===== src/rtl/cpu_pkg.sv =====
// Shared definitions for the multi-phase core front end: phase bit indices,
// opcode bytes, fetch-sequencer state encoding and instruction-length width.
package cpu_pkg;

    localparam int NPHASE = 5;
    localparam int F_B    = 0;
    localparam int R_B    = 1;
    localparam int X_B    = 2;
    localparam int M_B    = 3;
    localparam int W_B    = 4;

    localparam int LEN_W  = 2;

    localparam logic [7:0] OPC_LD   = 8'h8B;
    localparam logic [7:0] OPC_MOV  = 8'h89;
    localparam logic [7:0] OPC_ADD  = 8'h01;
    localparam logic [7:0] OPC_SUB  = 8'h29;
    localparam logic [7:0] OPC_CMP  = 8'h39;
    localparam logic [7:0] OPC_AND  = 8'h21;
    localparam logic [7:0] OPC_OR   = 8'h09;
    localparam logic [7:0] OPC_XOR  = 8'h31;
    localparam logic [7:0] OPC_GRP3 = 8'hF7;
    localparam logic [7:0] OPC_PFX  = 8'h66;
    localparam logic [7:0] OPC_GRP1 = 8'h83;
    localparam logic [7:0] OPC_SHI  = 8'hC1;
    localparam logic [7:0] OPC_NOP  = 8'h90;
    localparam logic [7:0] OPC_HLT  = 8'hF4;

    typedef enum logic [2:0] {
        ST_IDLE = 3'd0,
        ST_F    = 3'd1,
        ST_R    = 3'd2,
        ST_X    = 3'd3,
        ST_M    = 3'd4,
        ST_W    = 3'd5,
        ST_HALT = 3'd6
    } state_e;

    // IDLE and HALT present an all-zero phase vector.
    function automatic logic [NPHASE-1:0] phase_of(input state_e s);
        logic [NPHASE-1:0] p;
        p = '0;
        case (s)
            ST_F:    p[F_B] = 1'b1;
            ST_R:    p[R_B] = 1'b1;
            ST_X:    p[X_B] = 1'b1;
            ST_M:    p[M_B] = 1'b1;
            ST_W:    p[W_B] = 1'b1;
            default: p      = '0;
        endcase
        return p;
    endfunction

endpackage


===== src/rtl/insn_len.sv =====
// Combinational opcode-byte decoder: instruction length in bytes plus a flag
// telling whether the opcode is one the core knows.
module insn_len
    import cpu_pkg::*;
(
    input  logic [7:0]       opcode,
    output logic [LEN_W-1:0] len,
    output logic             known
);

    // NOTE: every output gets a default before the case so no path leaves a
    // value unassigned; a missing default here would infer a latch.
    always_comb begin
        len   = 2'd1;
        known = 1'b0;
        case (opcode)
            OPC_LD, OPC_MOV, OPC_ADD, OPC_SUB, OPC_CMP,
            OPC_AND, OPC_OR, OPC_XOR, OPC_GRP3: begin
                len   = 2'd2;
                known = 1'b1;
            end
            OPC_PFX, OPC_GRP1, OPC_SHI, OPC_NOP: begin
                len   = 2'd3;
                known = 1'b1;
            end
            OPC_HLT: begin
                len   = 2'd1;
                known = 1'b1;
            end
            default: begin
                len   = 2'd1;
                known = 1'b0;
            end
        endcase
    end

endmodule


===== src/rtl/fetch_sequencer.sv =====
// Front end of the multi-phase core: PC, instruction fetch over req/ack, phase
// sequencing, branch redirect and halt. `ILLEGAL_TRAP_EN enables the unknown-opcode trap.
module fetch_sequencer
    import cpu_pkg::*;
#(
    parameter int            AW       = 32,
    parameter logic [AW-1:0] RESET_PC = '0
) (
    input  logic              clk,
    input  logic              rst_n,
    output logic              imem_req,
    output logic [AW-1:0]     imem_addr,
    input  logic              imem_ack,
    input  logic [31:0]       imem_rdata,
    input  logic              cr_taken,
    input  logic [AW-1:0]     br_target,
    input  logic              halt,
    output logic [31:0]       ir,
    output logic [NPHASE-1:0] phase,
    output logic [AW-1:0]     pc,
    output logic              halted,
    output logic [31:0]       retired,
    output logic              illegal
);

    state_e            state_q, state_d;
    logic [AW-1:0]     pc_q, pc_d;
    logic [31:0]       ir_q, ir_d;
    logic [31:0]       retired_q, retired_d;
    logic              ill_d;
    logic [LEN_W-1:0]  op_len;
    logic              op_known;

    insn_len u_insn_len (
        .opcode (ir_q[31:24]),
        .len    (op_len),
        .known  (op_known)
    );

    always_comb begin
        state_d   = state_q;
        pc_d      = pc_q;
        ir_d      = ir_q;
        retired_d = retired_q;
        ill_d     = 1'b0;
        case (state_q)
            ST_IDLE: state_d = ST_F;
            ST_F: begin
                if (imem_ack) begin
                    ir_d    = imem_rdata;
                    state_d = ST_R;
                end
            end
            ST_R: state_d = ST_X;
            ST_X: state_d = ST_M;
            ST_M: state_d = ST_W;
            ST_W: begin
                state_d = ST_F;
                if (halt) begin
                    state_d   = ST_HALT;
                    retired_d = retired_q + 32'd1;
                end
`ifdef ILLEGAL_TRAP_EN
                else if (!op_known) begin
                    state_d = ST_HALT;
                    ill_d   = 1'b1;
                end
`endif
                else if (cr_taken) begin
                    pc_d      = br_target;
                    retired_d = retired_q + 32'd1;
                end else begin
                    pc_d      = pc_q + {{(AW-LEN_W){1'b0}}, op_len};
                    retired_d = retired_q + 32'd1;
                end
            end
            ST_HALT: state_d = ST_HALT;
            default: state_d = ST_IDLE;
        endcase
    end

    // NOTE: state registers use non-blocking assignments so every register
    // samples the pre-edge values, independent of statement order.
    always_ff @(posedge clk) begin
        if (!rst_n) begin
            state_q   <= ST_IDLE;
            pc_q      <= RESET_PC;
            ir_q      <= '0;
            retired_q <= '0;
        end else begin
            state_q   <= state_d;
            pc_q      <= pc_d;
            ir_q      <= ir_d;
            retired_q <= retired_d;
        end
    end

`ifdef ILLEGAL_TRAP_EN
    logic ill_q;

    // Sticky until reset, like the HALT state it accompanies.
    always_ff @(posedge clk) begin
        if (!rst_n) begin
            ill_q <= 1'b0;
        end else if (ill_d) begin
            ill_q <= 1'b1;
        end
    end

    assign illegal = ill_q;
`else
    logic unused_trap;
    assign unused_trap = op_known ^ ill_d;
    assign illegal     = 1'b0;
`endif

    assign imem_req  = (state_q == ST_F);
    assign imem_addr = pc_q;
    assign phase     = phase_of(state_q);
    assign pc        = pc_q;
    assign ir        = ir_q;
    assign halted    = (state_q == ST_HALT);
    assign retired   = retired_q;

endmodule


===== config.mk =====
export PLATFORM = sky130hd
export DESIGN_NAME = fetch_sequencer
export DESIGN_NICKNAME = d
export VERILOG_FILES = /design/src/rtl/cpu_pkg.sv /design/src/rtl/insn_len.sv /design/src/rtl/fetch_sequencer.sv
export SDC_FILE = /design/constraint.sdc
export NUM_CORES = 1
export LEC_CHECK = 0
export ABC_AREA = 1
export CAP_MARGIN = 20
export CORE_ASPECT_RATIO = 1.2
export CORE_MARGIN = 2
export CORE_UTILIZATION = 50
export DETAILED_ROUTE_END_ITERATION = 8
export PLACE_DENSITY = 0.87
export SLEW_MARGIN = 20
export SYNTH_ARGS = -nofsm -noshare
export SYNTH_HDL_FRONTEND = slang
export SYNTH_HIERARCHICAL = 1
export SYNTH_SLANG_ARGS = --single-unit

===== constraint.sdc =====
create_clock -name clk -period 4.81 [get_ports clk]
set_clock_uncertainty 0.2 [all_clocks]
set_input_delay 0.7215 -clock clk [delete_from_list [all_inputs] [get_ports clk]]
set_output_delay 0.7215 -clock clk [all_outputs]
set_load 0.1 [all_outputs]

==> reports/metrics.yaml <==
internal-power_mw: 1.428
totalWireLength_um: 18860
syn_to_final_growth_pct: 35.99
post-route-period-util_pct: 73.74
grt_pass1_vias: 6374
fin_area_um2: 8259
worst_slack_ns: 1.263
power_density_nw_per_um2: 289.6
drive_above_1_share_pct: 5.776
post_cts_buffers: 0
antenna_found_initial: 0
grt_use_met2_pct: 50.60
cts-root-buf: "clkbuf_16"
port_buffers: 203
seqPwrFrac_pct: 38.0
drt-pass1-iter-count: 5
h-tree-depth: 3
cts_resized: 0
pre_cts_ws_ns: 1.637
hp-class: "register to register"
power.total_mw: 2.392
finalNetCount: 1228
final_cells: 1321
tightest_slew_ns: 1.040
place.gp.congestion: 0.9310
post_dp_cell_area_um2: 7958
busiest_layer: "met2"
grt_max_degree: 55
start_util_pct: 50.60
p_clk_share_pct: 30.8
cp-end-kind: "primary output"
ctsHoldBuffers: 0
setup_violations: 0
clock_sinks: 99
grt_setup_unrepaired: "false"
crit_required_ns: 3.89
gr-usage-met1_pct: 32.00
syn-instance-count: 1002
avgSynthCellArea_um2: 6.061
rows: 44
cts_tree: "yes"
clkLatencyLatePin_ns: 0.34
r2r_cells: 13
clk_pin_slew_ns: 0.07
path_class: "register to primary output"
synth_area_um2: 6073
cts_buffer_depth: 2
fp.dieH_um: 124.7
place_inst: 1305
critPathMaxFanout: 20
fmax_mhz: 282.0
num_vias: 6959
wl_per_cell_um: 14.28
crit_arrival_ns: 2.63
fillers: 1096
power.share.combinational_pct: 31.2
die_area_um2: 13050
slew_headroom_pct: 30.43
hold_violations: 0
max_cap_violations: 0
swShare_pct: 40.33
dpl.hpwl_um: 13990
fp.coreArea_um2: 12000
die_x_um: 104.6
worstSetupStartpointType: "register"
cts_inserted_buffers: 9
drt_iter0_drc: 357
met3_usage_pct: 4.448
ys_warn_count: 6
drc_errors: 0
syn_nets: 1075
vdd_drop_max_mv: 0.2603
antennaDiodeCount: 0
p_switching_mw: 0.9647
gr-total-overflow: 0
grt.total_usage_pct: 28.08
post-route-min-period_ns: 3.547
ant_nets: 0
status: "finished clean"
p_leak_nw: 2.934
grt_pass1_wl_um: 30280
io_pins: 205
drt-vias-per-instance: 5.268
tns_ns: 0
whs_path_depth: 2
final_max_slew_viol_count: 0
layout make-up:
type / count / area [µm²] / share of cell area (%)
Inverter: 80 / 300.3 / 3.636
Sequential cell: 99 / 1982 / 24.00
Tap cell: 161 / 201.4 / 2.439
Multi-Input combinational cell: 757 / 3405 / 41.22
Clock inverter: 7 / 76.32 / 0.9241
Clock buffer: 9 / 225.2 / 2.727
Timing Repair Buffer: 208 / 2069 / 25.06
critical path, cell delays in order (launching register included):
cell	delay [ns]
dfxtp_1	0.36
inv_2	0.07
nor2_4	0.09
nand2_2	0.04
buf_4	0.21
inv_1	0.29
clkdlybuf4s50_1	1.21
flip-flops by register name, indices dropped and copies added, names as in the netlist:
name and count:
retired 32, imem_addr 32, ir 32, state_q 3
per-stage QoR:
step | hold WS [ns] | utilization [%]
floorplan | 0.4437 | -
global placement | 0.2918 | 66.31
detailed placement | 0.2946 | 66.31
CTS | 0.3119 | 68.82
global route | 0.3385 | 68.82
finish | 0.3184 | 68.82
final timing paths:
check,start,to,slack (ns)
worst min register to register,retired[12]$_SDFFE_PN0N_,retired[12]$_SDFFE_PN0N_,0.32
worst min-delay path,retired[12]$_SDFFE_PN0N_,retired[12]$_SDFFE_PN0N_,0.32
worst max register to register,ir[24]$_SDFFE_PN0P_,imem_addr[14]$_SDFFE_PN0N_,1.97
worst max-delay path,state_q[0]$_SDFFE_PN0P_,phase[4],1.26
placed cells by master (no fill, tap or decap), drive strengths merged, types with 3 or more instances in the layout:
master	n
dfxtp	99
o21ai	61
nand4	10
buf	5
clkinv	3
nand3	51
nand3b	9
a31oi	3
a21oi	56
clkdlybuf4s50	203
clkbuf	9
nor3	9
inv	84
nor2	230
ha	3
o21a	4
nand2	305
a211oi	3
power by group through the flow:
stage / clock network, mW / registers [mW] / logic [mW]
2_1_floorplan: 0 / 1.22 / 0.247
3_3_place_gp: 0 / 0.924 / 0.739
3_5_place_dp: 0 / 0.925 / 0.746
4_1_cts: 0.750 / 0.907 / 0.748
5_1_grt: 0.783 / 0.913 / 0.779
6_report: 0.737 / 0.908 / 0.747
layer usage:
| layer | wire length (µm) | vias to the layer above |
|---|---|---|
| li1 | - | 3435 |
| met1 | 7219 | 3170 |
| met2 | 9654 | 298 |
| met3 | 1240 | 56 |
| met4 | 746 | 0 |
| met5 | 0 | - |
(Power assumes the default switching activity.)
